## config.mk

```make
export PLATFORM = sky130hd
export DESIGN_NAME = cpu5_insn_encoder
export DESIGN_NICKNAME = d
export VERILOG_FILES = /design/src/rtl/cpu5_insn_encoder.sv
export SDC_FILE = /design/constraint.sdc
export NUM_CORES = 1
export LEC_CHECK = 0
export ABC_CLOCK_PERIOD_IN_PS = 3950
export BUFFER_PORTS_ARGS = -buffer_cell sky130_fd_sc_hd__buf_2
export CORE_MARGIN = 1.5
export CORE_UTILIZATION = 50
export DETAILED_ROUTE_END_ITERATION = 10
export PLACE_DENSITY_LB_ADDON = 0.12
export SYNTH_ARGS = -nofsm -noshare
export SYNTH_HDL_FRONTEND = slang
export SYNTH_SLANG_ARGS = --single-unit
export TNS_END_PERCENT = 100
```

## constraint.sdc

```tcl
create_clock -name clk -period 3.95 [get_ports clk]
set_input_delay 0.1975 -clock clk [delete_from_list [all_inputs] [get_ports clk]]
set_output_delay 0.1975 -clock clk [all_outputs]
set_load 0.05 [all_outputs]
```

## src/rtl/cpu5_insn_encoder.sv

```systemverilog
// Sequential RV32I instruction encoder: field-level requests in, 32-bit words tagged with word addresses out.
// Define CPU5_INSN_ENCODER_LI_EN to enable the LI pseudo-instruction (LUI+ADDI expansion).
module cpu5_insn_encoder #(
  parameter int ADDR_W = 8,
  parameter logic [ADDR_W-1:0] BASE_ADDR = '0
) (
  input  logic              clk,
  input  logic              reset,
  input  logic              req_valid,
  output logic              req_ready,
  input  logic [3:0]        req_kind,
  input  logic [2:0]        req_funct3,
  input  logic              req_funct7b5,
  input  logic [4:0]        req_rd,
  input  logic [4:0]        req_rs1,
  input  logic [4:0]        req_rs2,
  input  logic [31:0]       req_imm,
  output logic              out_valid,
  input  logic              out_ready,
  output logic [31:0]       out_insn,
  output logic [ADDR_W-1:0] out_addr,
  output logic              err
);

  localparam logic [3:0] K_R     = 4'd0;
  localparam logic [3:0] K_I     = 4'd1;
  localparam logic [3:0] K_LOAD  = 4'd2;
  localparam logic [3:0] K_STORE = 4'd3;
  localparam logic [3:0] K_BR    = 4'd4;
  localparam logic [3:0] K_JAL   = 4'd5;
  localparam logic [3:0] K_JALR  = 4'd6;
  localparam logic [3:0] K_LUI   = 4'd7;
  localparam logic [3:0] K_AUIPC = 4'd8;
`ifdef CPU5_INSN_ENCODER_LI_EN
  localparam logic [3:0] K_LI    = 4'd9;
`endif

  logic        in_idle;
  logic        accept;
  logic        legal;
  logic [31:0] word0;
  logic        out_fire;

  assign out_fire  = out_valid && out_ready;
  assign req_ready = !reset && in_idle && (!out_valid || out_ready);
  assign accept    = req_valid && req_ready;

`ifdef CPU5_INSN_ENCODER_LI_EN
  typedef enum logic {IDLE, LI2} state_t;

  state_t      state;
  state_t      state_next;
  logic        two_word;
  logic [31:0] word1;
  logic [31:0] pending;
  logic        li_fits;
  logic [31:0] li_round;

  assign in_idle  = (state == IDLE);
  assign li_fits  = (req_imm[31:11] == {21{req_imm[11]}});
  assign li_round = req_imm + 32'h0000_0800;

  always_ff @(posedge clk or posedge reset) begin
    if (reset) state <= IDLE;
    else       state <= state_next;
  end

  always_comb begin
    state_next = state;
    case (state)
      IDLE: if (accept && legal && two_word) state_next = LI2;
      LI2:  if (out_ready) state_next = IDLE;
      default: state_next = IDLE;
    endcase
  end
`else
  assign in_idle = 1'b1;
`endif

  // Field packing for the current request; legal=0 marks requests that only raise err.
  always_comb begin
    legal = 1'b1;
    word0 = '0;
`ifdef CPU5_INSN_ENCODER_LI_EN
    two_word = 1'b0;
    word1    = '0;
`endif
    case (req_kind)
      K_R:
        word0 = {1'b0, req_funct7b5, 5'b0, req_rs2, req_rs1, req_funct3, req_rd, 7'h33};
      K_I:
        if (req_funct3 == 3'd1 || req_funct3 == 3'd5)
          word0 = {1'b0, (req_funct3 == 3'd5) & req_funct7b5, 5'b0, req_imm[4:0],
                   req_rs1, req_funct3, req_rd, 7'h13};
        else
          word0 = {req_imm[11:0], req_rs1, req_funct3, req_rd, 7'h13};
      K_LOAD: begin
        legal = !(req_funct3 == 3'd3 || req_funct3 == 3'd6 || req_funct3 == 3'd7);
        word0 = {req_imm[11:0], req_rs1, req_funct3, req_rd, 7'h03};
      end
      K_STORE: begin
        legal = (req_funct3 < 3'd3);
        word0 = {req_imm[11:5], req_rs2, req_rs1, req_funct3, req_imm[4:0], 7'h23};
      end
      K_BR: begin
        legal = !(req_funct3 == 3'd2 || req_funct3 == 3'd3) && !req_imm[0];
        word0 = {req_imm[12], req_imm[10:5], req_rs2, req_rs1, req_funct3,
                 req_imm[4:1], req_imm[11], 7'h63};
      end
      K_JAL: begin
        legal = !req_imm[0];
        word0 = {req_imm[20], req_imm[10:1], req_imm[11], req_imm[19:12], req_rd, 7'h6F};
      end
      K_JALR:
        word0 = {req_imm[11:0], req_rs1, 3'b000, req_rd, 7'h67};
      K_LUI:
        word0 = {req_imm[31:12], req_rd, 7'h37};
      K_AUIPC:
        word0 = {req_imm[31:12], req_rd, 7'h17};
`ifdef CPU5_INSN_ENCODER_LI_EN
      K_LI:
        if (li_fits) begin
          word0 = {req_imm[11:0], 5'd0, 3'b000, req_rd, 7'h13};
        end else begin
          // Rounding the upper part absorbs the sign extension of the ADDI immediate.
          two_word = 1'b1;
          word0    = {li_round[31:12], req_rd, 7'h37};
          word1    = {req_imm[11:0], req_rd, 3'b000, req_rd, 7'h13};
        end
`endif
      default:
        legal = 1'b0;
    endcase
  end

  always_ff @(posedge clk or posedge reset) begin
    if (reset) begin
      out_valid <= 1'b0;
      out_insn  <= '0;
      out_addr  <= BASE_ADDR;
      err       <= 1'b0;
`ifdef CPU5_INSN_ENCODER_LI_EN
      pending   <= '0;
`endif
    end else begin
      if (out_fire) out_addr <= out_addr + ADDR_W'(1);
      if (accept && !legal) err <= 1'b1;
`ifdef CPU5_INSN_ENCODER_LI_EN
      if (accept && legal && two_word) pending <= word1;
      if (state == LI2) begin
        if (out_ready) out_insn <= pending;
      end else
`endif
      if (accept && legal) begin
        out_valid <= 1'b1;
        out_insn  <= word0;
      end else if (out_fire) begin
        out_valid <= 1'b0;
      end
    end
  end

endmodule

```

==> flow_summary_export.csv, run 1 <==
group,metric,value,unit
outcome,run_status,"finished clean",
timing,slew_headroom,0.355,
detailed_routing,route.detailed.wl_per_inst,15.5,µm
synth,synth-seq-area-share,0.422,
clock_network,number_of_buffers_created_by_cts,5,
placed_design,gp_congestion,0.908,
finish,most_frequent_standard_cell_in_the_layout_excluding_fill_and_tap_cells,"buf_2",
detailed_routing,detailroute.via_count,2026,
grt,grt_busiest_layer,"met2",
floorplanning,fp.dieArea,5290,µm²
clock_network,cts_tree,"yes",
finish,flow.area_growth_from_synthesis,24.4,%
timing,unrepaired_setup_endpoints_after_global_routing,"no",
setup_path,worst-r2r-setup-slack,1.67,ns
setup_path,setup.worst_path.start_class,"primary input",
clock_network,clock_path_buffers,2,
setup_path,slowest_delay,0.90,ns
synth,synth_area_leaders,"dfrtp_1 42%, mux2_4 15%, a22o_1 4.3%",
flow_run,max-cap-violations,0,
finish,diodes,0,
synth,synth_area_leader_cell,"dfrtp_1",
min_path,hold-path-cell-count,3,
timing,slew_viol_final,0,
finish,final_layout_size_suffix_gt1_frac,0.487,
pwr,p_seq_frac,0.351,
synth,synth-seq-cells,41,
setup_path,crit_chain,"dlygate4sd3_1 -> buf_2 -> nor3b_1 -> and3_2 -> mux2_2",
detailed_routing,detail_route.wirelength,5.56,mm
placed_design,hpwlAfterDp,4.12,mm
detailed_routing,ant_nets,0,
pwr,intPower,0.000948,W
finish,final_cell_mix,"101 x buf_2, 41 x dfrtp_1, 25 x mux2_4, 12 x a22o_1",
synth,syn_area_per_cell,11.7,µm²
grt,gr-usage-all-layers,0.215,
timing,clock.fmax,436,MHz
setup_path,crit_path_end_kind,"flip-flop",
floorplanning,core_area,4690,µm²
detailed_routing,drc_viols,0,
setup_path,worst_r2r_path_depth,4,
finish,final_nets,363,
grt,grt_start_max_net_pins,33,
grt,use_met1,0.308,
timing,post-route-period-util,0.580,
floorplanning,die-width,72.8,µm
grt,initial_antenna_violation_count,0,
pwr,p_switching,0.000692,W
synth,yosysTopAreaCellShare,0.422,
pwr,power.share.clock,0.213,
timing,final_hold_viol_count,0,
clock_network,clkTransAtPathRegs,0.08,ns
timing,hold-worst-slack,0.193,ns
setup_path,worstPathRequired,4.12,ns
grt,grt_pass1_vias,1866,
detailed_routing,routed_via_density,5.66,
grt,met2_usage,0.343,
setup_path,worst_path_max_delay_cell,"and3_2",
min_path,worst_hold_startpoint,"req_imm[10]",
setup_path,reg2reg_to,"out_insn[31]",
floorplanning,start_util,0.519,
clock_network,cts.sink_count,41,
placed_design,place.port_buffers,101,
setup_path,worstPathArrival,2.47,ns
clock_network,clkLatencyLatePin,0.29,ns
pwr,net_sw_frac,0.422,
clock_network,post_cts_resize_count,0,
min_path,holdCritPathClass,"in2reg",
detailed_routing,firstDrtPassIters,4,
timing,setup_total_negative_slack,0,ns
timing,worst_clock_skew,0.00415,ns
floorplanning,die_span_in_y,72.8,µm
timing,tightest_pin_transition,0.967,ns
floorplanning,io-pin-count,102,
synth,post_synth_inst_count,208,
grt,grt_first_pass_wirelength,8.83,mm
pwr,combinationalPowerShare,0.437,
timing,finalSetupViolCount,0,
synth,postSynthNetCount,268,
clock_network,clock_tree_root_buffer_cell,"clkbuf_8",
pwr,p_leak,1.55,nW
pwr,power_density,542,nW/µm²
grt,gr-usage-met3,0.0414,
setup_path,path_max_fanout,32,
timing,fin_crit,2.29,ns
synth,netlist_area,2430,µm²
synth,ys_types,45,
setup_path,criticalPathCategory,"in2reg",
setup_path,worstReg2RegStart,"out_valid",
clock_network,cts_max_level,2,
floorplanning,row_count,25,
detailed_routing,first_iter_violations,151,
min_path,worst_hold_path.endpoint,"out_insn[30]",
pwr,vdd_ir_drop_max,0.405,mV
grt,grt-ovfl-total,0,
synth,synthesis.yosys.warnings,0,
-- per-stage QoR --
stage	util	worst slack (ns)	total power, W	cells	instance area (µm²)
finish	0.645	1.66	0.00164	358	3030
floorplan	-	2.03	0.00113	208	2430
global route	0.645	1.53	0.00173	358	3030
detailed placement	0.618	1.48	0.00130	349	2900
global placement	0.618	1.53	0.00129	349	2900
CTS	0.645	1.65	0.00166	358	3030
-- power by group through the flow --
stage / logic, W / registers [W] / clock network (W)
finish: 0.000716 / 0.000575 / 0.000349
global placement: 0.000709 / 0.000582 / 0
floorplan: 0.000223 / 0.000909 / 0
CTS: 0.000720 / 0.000576 / 0.000360
global route: 0.000758 / 0.000588 / 0.000379
detailed placement: 0.000717 / 0.000582 / 0
-- how the worst max path moves through the flow --
stage | endpoint | from | cells past startpoint
after floorplan | out_insn[29] | out_valid | 6
after global placement | out_insn[28] | req_kind[0] | 5
after detailed placement | out_insn[31] | req_kind[0] | 5
after CTS | out_insn[31] | reset | 5
after global routing | out_insn[31] | out_valid | 4
final | out_insn[31] | reset | 5
-- registers in the layout, summed over array words and instances, names as in the netlist --
signal     flops
err            1
out_insn      31
out_valid      1
out_addr       8
-- repair_timing --
item,4_1_cts,5_1_grt
hold buffers,1,0
endpoints found under the hold margin,13,0
buffers inserted,0,0
-- cell families (layout without fill, tap and decap cells) --
kind of cell               Yosys count  after routing  synth area share
AOI/OAI and AO/OA                   52             52             0.169
and+or+nand+nor                     46             46             0.106
DFF                                 41             41             0.422
muxes                               36             36             0.207
buffers and inverters               24            120            0.0632
xor gates and xnor gates             8              8            0.0288
adders and majority gates            1              1           0.00514
-- synth_stat cells (all sizes together) --
master and number:
buf 9, dfrtp 41, or4b 1, nand3b 1, o221ai 1, a32o 10
inv 9, and3 2, a21oi 10, o21a 2, nor3b 3, and3b 2
nor2b 3, xnor2 5, a211o 1, mux4 1, nand3 7, or2 3
a22o 12, a221o 4, nor3 2, o211ai 1, xor2 3, and2 1
o32ai 2, nand4b 1, nand2b 2, clkbuf 6, a32oi 1, a21bo 1
ha 1, mux2 29, o21ai 4, nand4 1, or4 1, a31oi 3
nor2 6, nand2 10, mux2i 6
-- critical path, delay by kind of cell --
kind / cells / cell delay [ns]
buffers and inverters: 2 / 0.66
multiplexers: 1 / 0.41
AND/OR/NAND/NOR: 2 / 1.18
-- layout make-up --
type	instances	area, µm²
clock buffer	6	82.6
clock inverter	2	37.5
fill	390	1660
inverter	9	36.3
multi-input combinational	143	1250
sequential	41	1030
tap	54	67.6
timing repair buffer	103	523
-- layer usage --
layer / share of wire / up-vias
met2: 0.47 / 79
met5: 0 / -
met3: 0.058 / 2
li1: - / 968
met1: 0.47 / 977
met4: 0.0036 / 0
No activity file was read; power rests on OpenSTA's default activity.
==> run 2: changes to the inputs <==
--- a/config.mk
+++ b/config.mk
@@ -5,10 +5,10 @@
 export SDC_FILE = /design/constraint.sdc
 export NUM_CORES = 1
 export LEC_CHECK = 0
-export ABC_CLOCK_PERIOD_IN_PS = 3950
+export ABC_CLOCK_PERIOD_IN_PS = 2300
 export BUFFER_PORTS_ARGS = -buffer_cell sky130_fd_sc_hd__buf_2
 export CORE_MARGIN = 1.5
-export CORE_UTILIZATION = 50
+export CORE_UTILIZATION = 48
 export DETAILED_ROUTE_END_ITERATION = 10
 export PLACE_DENSITY_LB_ADDON = 0.12
 export SYNTH_ARGS = -nofsm -noshare
==> constraint.sdc (replaced) <==
create_clock -name clk -period 2.3 [get_ports clk]
set_input_delay 0.115 -clock clk [delete_from_list [all_inputs] [get_ports clk]]
set_output_delay 0.115 -clock clk [all_outputs]
set_load 0.05 [all_outputs]
==> run 2 against run 1 <==
Compared with the run above:
- clock power is 100% higher
- flip-flop and latch count stayed put
- setup slack worse by 1.4 ns
- clock skew is 0.0016 ns higher
- hold slack worse by 0.10 ns
- register-to-register slack worse by 1.5 ns
- global-route usage hardly changed
- highest routed layer unchanged
- via count is 0.99% lower
- die area is 4.0% higher
- sequential share of layout area is 0.83 points lower
- sequential power is 72% higher
==> flow_summary_export.csv, run 2 (synthesized netlist as in run 1, its figures left out) <==
group,metric,value,unit
detailed_routing,routed-wl-met3,335,µm
timing,setup_total_negative_slack,0,ns
clock_network,clock_tree_root_buffer_cell,"clkbuf_8",
setup_path,worstPathRequired,2.49,ns
setup_path,worst_path_max_delay_cell,"and3_2",
setup_path,criticalPathCategory,"reg2reg",
finish,diodes,0,
flow_run,max-cap-violations,0,
clock_network,post_cts_resize_count,0,
detailed_routing,met2_wirelength,2.64,mm
finish,final_cell_mix,"101 x buf_2, 41 x dfrtp_1, 25 x mux2_4, 12 x a22o_1",
detailed_routing,route.layer.met1.wl,2.66,mm
detailed_routing,route.detailed.wl_per_inst,15.2,µm
timing,clock.fmax,479,MHz
placed_design,hpwlAfterDp,4.25,mm
timing,tightest_pin_transition,0.584,ns
min_path,holdCritPathClass,"in2reg",
grt,grt_first_pass_wirelength,8.85,mm
grt,grt-ovfl-total,0,
clock_network,clkLatencyLatePin,0.30,ns
clock_network,post-cts-setup-buffers,0,
setup_path,path_max_fanout,9,
setup_path,worstPathArrival,2.28,ns
finish,largest_register_ffs,31,
placed_design,gp_congestion,0.801,
detailed_routing,firstDrtPassIters,4,
outcome,run_status,"finished clean",
finish,area_used_by_multi_input_combinational_logic,1250,µm²
pwr,power_density,943,nW/µm²
floorplanning,fp.dieArea,5510,µm²
finish,flow.area_growth_from_synthesis,27.6,%
timing,fin_crit,2.09,ns
floorplanning,io-pin-count,102,
floorplanning,die-width,74.2,µm
clock_network,clock_path_buffers,2,
detailed_routing,drc_viols,0,
grt,initial_antenna_violation_count,0,
timing,worst_clock_skew,0.00571,ns
setup_path,crit_path_end_kind,"flip-flop",
grt,grt_start_max_net_pins,37,
pwr,p_leak,1.58,nW
timing,finalSetupViolCount,0,
clock_network,cts_max_level,2,
finish,fillers,408,
timing,slew_headroom,0.606,
clock_network,cts.sink_count,41,
setup_path,setup.worst_path.start_class,"flip-flop",
floorplanning,start_util,0.505,
finish,final_layout_size_suffix_gt1_frac,0.494,
detailed_routing,ant_nets,0,
floorplanning,die_span_in_y,74.2,µm
clock_network,clkTransAtPathRegs,0.09,ns
finish,final_nets,367,
floorplanning,core_area,4820,µm²
detailed_routing,first_iter_violations,80,
floorplanning,row_count,25,
timing,unrepaired_setup_endpoints_after_global_routing,"no",
grt,gr-usage-all-layers,0.215,
finish,regArea,1030,µm²
setup_path,worst-r2r-setup-slack,0.21,ns
clock_network,number_of_buffers_created_by_cts,5,
timing,hold-worst-slack,0.0911,ns
setup_path,cp.buffers_inverters,1,
timing,final_hold_viol_count,0,
finish,biggestRegsByFlops,"out_insn (31), out_addr (8)",
finish,largest-register,"out_insn",
setup_path,crit_chain,"nor2b_1 -> nor3b_1 -> and3_2 -> buf_4 -> mux2_2",
detailed_routing,detailroute.via_count,2006,
pwr,vdd_ir_drop_max,0.569,mV
setup_path,critical-path-top-delay-family,"simple AND/OR/NAND/NOR gates",
clock_network,holdBufCountCts,1,
detailed_routing,routed_via_density,5.35,
placed_design,place.port_buffers,101,
finish,most_frequent_standard_cell_in_the_layout_excluding_fill_and_tap_cells,"buf_2",
clock_network,cts_tree,"yes",
setup_path,slowest_delay,0.44,ns
timing,post-route-period-util,0.907,
detailed_routing,top_layer_used,"met4",
timing,slew_viol_final,0,
grt,grt_pass1_vias,1819,
detailed_routing,detail_route.wirelength,5.69,mm
==> run 2: area by class of cell <==
type	instances	area share
inverter	9	0.0117
timing repair buffer	107	0.182
clock inverter	3	0.0222
multi-input combinational	143	0.404
tap	67	0.0270
sequential	41	0.331
clock buffer	5	0.0222
==> run 2: worst paths after layout <==
| kind | from | end | cells past startpoint |
|---|---|---|---|
| max | out_valid | out_insn[31] | 5 |
| min | req_imm[10] | out_insn[30] | 3 |
| max reg2reg | out_valid | out_insn[31] | 5 |
| min reg2reg | out_addr[7] | out_addr[7] | 1 |
| max in group asynchronous | reset | out_insn[21] | 4 |
| min in group asynchronous | reset | out_insn[26] | 3 |
==> run 2: report_power, final <==
group          switching, W  internal, W
Sequential         0.000108     0.000881
Combinational      0.000836     0.000399
Clock              0.000268     0.000437
Total               0.00121      0.00172
==> run 2: stage by stage <==
step                setup slack, ns   util  cells  total power (W)  instance area (µm²)
floorplan                     0.379      -    208          0.00194                 2430
global placement              0.279  0.614    366          0.00222                 2960
detailed placement            0.258  0.614    366          0.00224                 2960
CTS                           0.248  0.644    375          0.00295                 3100
global route                  0.112  0.644    375          0.00307                 3100
finish                        0.213  0.644    375          0.00293                 3100
==> run 2: worst register-to-register path, delay by kind of cell (launching register included) <==
family / cells / cell delay, ns
simple gates: 3 / 0.99
flops: 1 / 0.42
mux: 1 / 0.35
buf+inv: 1 / 0.24
==> run 2: layer usage <==
layer / GRT usage / up-vias
li1: - / 977
met1: 0.305 / 943
met2: 0.322 / 80
met3: 0.0528 / 6
met4: 0.0720 / 0
met5: 0 / -
